File: config.mk
export PLATFORM = sky130hd
export DESIGN_NAME = multiplier_seq
export DESIGN_NICKNAME = d
export VERILOG_FILES = /design/src/rtl/multiplier_seq.sv
export SDC_FILE = /design/constraint.sdc
export NUM_CORES = 1
export LEC_CHECK = 0
export BUFFER_PORTS_ARGS = -buffer_cell sky130_fd_sc_hd__clkbuf_2
export CAP_MARGIN = 30
export CORE_UTILIZATION = 29
export DETAILED_ROUTE_END_ITERATION = 10
export GPL_TIMING_DRIVEN = 1
export PLACE_DENSITY = 0.41
export SYNTH_ARGS = -nofsm -noshare
export SYNTH_HDL_FRONTEND = slang
export SYNTH_SLANG_ARGS = --single-unit
File: constraint.sdc
create_clock -name clk -period 6.8 [get_ports clk]
set_input_delay 0.34 -clock clk [delete_from_list [all_inputs] [get_ports clk]]
set_output_delay 0.34 -clock clk [all_outputs]
set_load 0.02 [all_outputs]
File: src/rtl/multiplier_seq.sv
// Iterative radix-2 shift-add multiplier for MULT/MULTU: one operand pair per start, 33-cycle
// accept-to-done latency, start ignored while busy, result held in hi/lo until the next FIX edge.
module multiplier_seq #(
  parameter int WIDTH = 32
) (
  input  logic             clk,
  input  logic             reset,
  input  logic             start,
  input  logic             sign,
  input  logic [WIDTH-1:0] multiplicand,
  input  logic [WIDTH-1:0] multiplier,
  output logic             busy,
  output logic             done,
  output logic [WIDTH-1:0] hi,
  output logic [WIDTH-1:0] lo
);

  localparam int CW = $clog2(WIDTH);
  localparam logic [WIDTH-1:0]   ONE_W  = {{(WIDTH-1){1'b0}}, 1'b1};
  localparam logic [2*WIDTH-1:0] ONE_2W = {{(2*WIDTH-1){1'b0}}, 1'b1};
  localparam logic [CW-1:0]      LAST   = CW'(WIDTH-1);

  typedef enum logic [1:0] {IDLE, CALC, FIX} state_t;

  state_t             state_q, state_d;
  logic [WIDTH-1:0]   mcand_q, mcand_d;
  logic [WIDTH-1:0]   mplier_q, mplier_d;
  logic [2*WIDTH-1:0] acc_q, acc_d;
  logic [CW-1:0]      cnt_q, cnt_d;
  logic               neg_q, neg_d;
  logic               done_q, done_d;
  logic [WIDTH-1:0]   hi_q, hi_d;
  logic [WIDTH-1:0]   lo_q, lo_d;

  logic [WIDTH-1:0]   a_mag, b_mag;
  logic [WIDTH:0]     sum;
  logic [2*WIDTH-1:0] prod;

  // Two's complement of 0x80000000 is itself, which is the correct unsigned magnitude.
  assign a_mag = (sign && multiplicand[WIDTH-1]) ? (~multiplicand + ONE_W) : multiplicand;
  assign b_mag = (sign && multiplier[WIDTH-1])   ? (~multiplier + ONE_W)   : multiplier;

  assign sum  = {1'b0, acc_q[2*WIDTH-1:WIDTH]} + (mplier_q[0] ? {1'b0, mcand_q} : '0);
  assign prod = neg_q ? (~acc_q + ONE_2W) : acc_q;

  always_ff @(posedge clk or posedge reset) begin
    if (reset) begin
      state_q  <= IDLE;
      mcand_q  <= '0;
      mplier_q <= '0;
      acc_q    <= '0;
      cnt_q    <= '0;
      neg_q    <= 1'b0;
      done_q   <= 1'b0;
      hi_q     <= '0;
      lo_q     <= '0;
    end else begin
      state_q  <= state_d;
      mcand_q  <= mcand_d;
      mplier_q <= mplier_d;
      acc_q    <= acc_d;
      cnt_q    <= cnt_d;
      neg_q    <= neg_d;
      done_q   <= done_d;
      hi_q     <= hi_d;
      lo_q     <= lo_d;
    end
  end

  always_comb begin
    state_d  = state_q;
    mcand_d  = mcand_q;
    mplier_d = mplier_q;
    acc_d    = acc_q;
    cnt_d    = cnt_q;
    neg_d    = neg_q;
    done_d   = 1'b0;
    hi_d     = hi_q;
    lo_d     = lo_q;
    case (state_q)
      IDLE: begin
        if (start) begin
          mcand_d  = a_mag;
          mplier_d = b_mag;
          neg_d    = sign & (multiplicand[WIDTH-1] ^ multiplier[WIDTH-1]);
          acc_d    = '0;
          cnt_d    = '0;
          state_d  = CALC;
        end
      end
      CALC: begin
        // Add into the upper half with carry kept in sum[WIDTH], then shift the whole thing right.
        acc_d    = {sum, acc_q[WIDTH-1:1]};
        mplier_d = mplier_q >> 1;
        cnt_d    = cnt_q + CW'(1);
        if (cnt_q == LAST) state_d = FIX;
      end
      FIX: begin
        hi_d    = prod[2*WIDTH-1:WIDTH];
        lo_d    = prod[WIDTH-1:0];
        done_d  = 1'b1;
        state_d = IDLE;
      end
      default: state_d = IDLE;
    endcase
  end

  assign busy = (state_q != IDLE);
  assign done = done_q;
  assign hi   = hi_q;
  assign lo   = lo_q;

endmodule

After elaboration in Yosys (flattened, before gate mapping)
Cells that the tools add are included.
Widths: inputs -> output; s select.
- muxes and demuxes: 14
- div/mod/pow operators: 0
- $add $sub $neg: 5
- shift operators: 0
- reductions and logical operators: 8
- order comparisons: 0
- bitwise logic cells: 5
- equal/unequal tests: 5
- $mul: 0
- operators by type and width (cell ; number):
    $mux 32 ; 4
    $mux 64 ; 2
    $pmux 64 s2 ; 1
    $add 32x1->32 const B ; 2
    $add 64x1->64 const B ; 1
    $not 32->32 ; 2
    $not 64->64 ; 1
    $pmux 32 s2 ; 1
    $add 32x32->33 ; 1
    $pmux 5 s2 ; 1
    $reduce_and 2->1 ; 3
    $add 5x1->5 const B ; 1
    $eq 5x5->1 const B ; 1
    $mux 5 ; 1
    $mux 2 ; 2
    $ne 2x2->1 const B ; 2
    $pmux 2 s2 ; 1
    $reduce_bool 2->1 ; 2
    $eq 2x1->1 const B ; 1
    $eq 2x2->1 const B ; 1
    $logic_and 1x1->1 ; 2
    $logic_not 2->1 ; 1
    $and 1x1->1 ; 1
    $mux 1 ; 1
    $xor 1x1->1 ; 1
- memories: 0
- bits in writable memories: 0
- register bits: 201
- word-level logic and storage cells: 46
- output and inout bits: 66
- bits of input ports: 68
- bits in latches: 0
- bits in read-only memories: 0

Logic depth before layout (Yosys ltp)
- depth after elaboration: 5
- gate-level depth with buffers: 13
- gate-level depth less buffers: 12

Worst setup path after synthesis
OpenSTA, ideal clock, no wires.
- path kind: flip-flop to flip-flop
- start point: reg acc_q[17]
- end point: reg hi_q[12], in the netlist hi[12]
- path buffers: 0
- arrival: 2634 ps
- period minus slack after synthesis: 2762 ps
- library setup time: 129 ps
- slack: 4038 ps
- cell stages (with the launch flop): 9
- required time: 6671 ps
- cell sequence: dfrtp_1 > or4_4 > or3_4 > nor3_4 > nand4_4 > or4_4 > o31ai_4 > xor2_1 > o21ai_1
- longest elaborated chain between the ends: 3
- ends and longest elaborated chain (item ; line ; RTL):
    start, declared ; 28 ; logic [2*WIDTH-1:0] acc_q, acc_d;
    start signal, assigned ; 51 ; acc_q <= '0;
    start signal, assigned ; 61 ; acc_q <= acc_d;
    $not 64->64 ; 44 ; assign prod = neg_q ? (~acc_q + ONE_2W) : acc_q;
    $add 64x1->64 ; 44 ;
    $mux 64 ; 44 ;
    end signal, assigned ; 65 ; hi_q <= hi_d;
    end, declared ; 32 ; logic [WIDTH-1:0] hi_q, hi_d;
No other way between the ends.
A chain may end at the register's enable or synchronous reset.

Worst setup path after layout
- start point: reg mplier_q[0]
- end point: reg acc_q[63]
- longest elaborated chain between the ends: 3
- ends and longest elaborated chain (item ; line ; RTL):
    start, declared ; 27 ; logic [WIDTH-1:0] mplier_q, mplier_d;
    start signal, assigned ; 60 ; mplier_q <= mplier_d;
    $mux 32 ; 43 ; assign sum = {1'b0, acc_q[2*WIDTH-1:WIDTH]} + (mplier_q[0] ? {1'b0, mcand_q} : '0);
    $add 32x32->33 ; 43 ;
    $pmux 64 s2 ; 80 ; case (state_q)
No other way between the ends.

==> impl_metrics.yaml <==
power:
  powerDensity_mw_per_mm2: 434
  peakVddDrop_mv: 0.236
  leakagePower_nw: 6.11
logic_synthesis:
  syn-num-nets: 1493
  yosysSeqAreaShare: 0.418
  synth_enable_flop_cells: 0
  synth_cell_types: 63
  syn_avg_cell_area_um2: 8.68
  syn_inst: 1387
  synth_flop_cell: "dfrtp_1"
  synth-seq-cells: 201
  yosysWarnings: 0
  async_flop_share: 1.00
  syn_area_mm2: 0.0120
worst_hold_path:
  hold_path_depth: 3
  hp-class: "primary input to register"
  hold_path_startpoint: "multiplicand[1]"
  holdPathEnd: "mcand_q[1]"
sta:
  tns_ns: 0
  fin_crit_sh: 0.494
  finalHoldViolCount: 0
  clock_skew_ns: 0.0229
  worst_slew_pin_slew_ns: 0.918
  slew_headroom: 0.388
  setup_viol: 0
  grt_setup_unrepaired: "no"
  final_max_slew_viol_count: 0
  fmax_ghz: 0.298
  min_period_ns: 3.36
die:
  io_pins: 134
  fp.dieW_um: 206
  row_count: 74
  die_y_um: 206
  core_mm2: 0.0409
  initial_core_util: 0.294
  design.die.area_mm2: 0.0423
detailed_routing:
  vias: 9936
  post_drt_wl_per_cell_um: 16.7
  first_iter_violations: 603
  dr.pass1.iters: 5
  antenna_left: 0
  viasPerCell: 4.89
  drc: 0
  wirelength_mm: 33.9
critical_path:
  r2r-start: "mplier_q[0]"
  crit_path_top_delay_cell: "dfrtp_1"
  arrival_ns: 3.81
  crit_path_end_kind: "register"
  critPathKind: "register to register"
  r2r_end: "acc_q[63]"
  path_buf_inv: 1
  critPathTopFamily: "compound AO/OA/AOI/OAI gates"
  cp.required_ns: 7.25
  critPathMaxStageDelay_ns: 0.84
  crit_chain: "and2_1, ha_1, inv_1, fa_1, nor2b_1, o2111ai_1, a21oi_1, o31a_1, nand2b_1, a21boi_0, o31a_1, o21ai_0"
  reg2regPathDepth: 12
  cp-start-kind: "register"
  cp_max_fo: 33
  cp_common_cell: "o31a_1"
  reg2reg_slack_ns: 3.44
clock_network:
  cts_inserted_buffers: 25
  htreeDepth: 1
  clock-sinks: 201
  cts_root_buffer: "clkbuf_16"
  clockBufferDepth: 3
  cts.clk_slew.worst_paths_ns: 0.06
  cts_tree: "built"
  insertion_delay_ns: 0.55
  cts_setup_buffers: 0
  cts_resized: 0
  cts_hold_buffers: 1
layout:
  area.growth.synth_to_final_pct: 16.5
  fin_cells: 2030
  diodes: 0
  final_util: 0.343
  mostFrequentLayoutCell: "nand2_1"
  fill_cells: 4389
  drive_above_1_share: 0.145
  fin_nets: 1585
  most-common-layout-cells: "nand2_1 (247), o21ai_0 (233), dfrtp_1 (200)"
place:
  numPortBuffers: 133
  dp_cells: 1983
  hpwl_mm: 24.4
  place_congestion: 0.825
global_routing:
  grt_pass1_vias: 9614
  antenna_found_initial: 0
  overflow: 0
  grt_max_degree: 95
  grtUsageTotal: 0.162
  grt_pass1_wl_mm: 54.8
outcome:
  status: "complete, no violations"
flow_run:
  maxCapViolCount: 0
-- state kept, by name, summed over array words and instances, names as in the netlist, 2 cells and up --
name and cells:
mcand_q 32, mplier_q 32, cnt_q 5, lo 32
state_q 2, acc_q 64, hi 32
-- cells in the mapped netlist, types with 13 or more instances --
library cell | count | area [um2]
a21oi_1 | 72 | 360
xor2_1 | 91 | 797
nand2_1 | 248 | 931
or3_1 | 20 | 125
clkbuf_1 | 66 | 248
a22oi_1 | 26 | 195
xnor2_1 | 56 | 490
a21o_1 | 13 | 97.6
o21ai_0 | 233 | 1170
inv_1 | 23 | 86.3
nor3_1 | 18 | 90.1
ha_1 | 37 | 463
dfrtp_1 | 201 | 5030
nor2_1 | 49 | 184
nand3_1 | 19 | 95.1
o31ai_1 | 21 | 158
and2_1 | 38 | 238
o41ai_1 | 15 | 131
-- worst register-to-register path, cell delays in order, from the launching register on --
cell and delay [ns]:
dfrtp_1 0.84, and2_1 0.23, ha_1 0.19, inv_1 0.06
fa_1 0.40, nor2b_1 0.16, o2111ai_1 0.14, a21oi_1 0.23
o31a_1 0.23, nand2b_1 0.17, a21boi_0 0.14, o31a_1 0.32
o21ai_0 0.13
-- metal layers --
layer,vias up,global-route usage,routed length (um)
met5,-,0,0
met4,0,0.0341,457
met3,34,0.0238,1550
met2,205,0.233,13900
met1,4624,0.252,18000
li1,5073,-,-
-- logic make-up after synthesis --
family	after synthesis	synth area share
multiplexers	4	0.00332
adder cells (fa/ha/maj)	38	0.0401
AO/OA/AOI/OAI	431	0.210
XOR/XNOR	147	0.107
buffers and inverters	100	0.0359
AND/OR/NAND/NOR	466	0.186
flip-flops	201	0.418
-- final cells by class --
cell class | instances | area [um2] | share of cell area
Tap cell | 532 | 666 | 0.0474
Multi-Input combinational cell | 1086 | 6620 | 0.472
Sequential cell | 201 | 5030 | 0.359
Timing Repair Buffer | 142 | 756 | 0.0539
Clock buffer | 35 | 703 | 0.0501
Clock inverter | 11 | 165 | 0.0118
Inverter | 23 | 93.8 | 0.00669
-- worst max-delay path by stage --
stage / startpoint / to / slack [ns] / depth (start not counted)
finish: mplier_q[0] / acc_q[63] / 3.44 / 12
global route: mplier_q[0] / acc_q[57] / 3.07 / 12
CTS: mplier_q[0] / acc_q[57] / 3.40 / 10
detailed placement: mplier_q[0] / acc_q[57] / 3.43 / 10
global placement: mplier_q[0] / acc_q[63] / 3.50 / 12
floorplan: reset / acc_q[0] / 0.98 / 1
-- power by group --
group	total [mW]	internal (mW)	switching, mW
clock	1.41	0.873	0.534
sequential	2.13	1.63	0.498
combinational	2.56	0.999	1.56
-- through the flow --
step / setup WS (ns) / cell area, um2 / power (mW) / hold WS [ns]
finish: 3.44 / 14000 / 6.09 / 0.0786
global route: 3.07 / 14000 / 6.61 / 0.0575
CTS: 3.40 / 14000 / 6.17 / 0.0404
detailed placement: 3.43 / 13200 / 4.73 / 0.435
global placement: 3.50 / 13100 / 4.71 / 0.459
floorplan: 0.978 / 12000 / 3.91 / 0.442
Power figures use the tool's default switching activity.
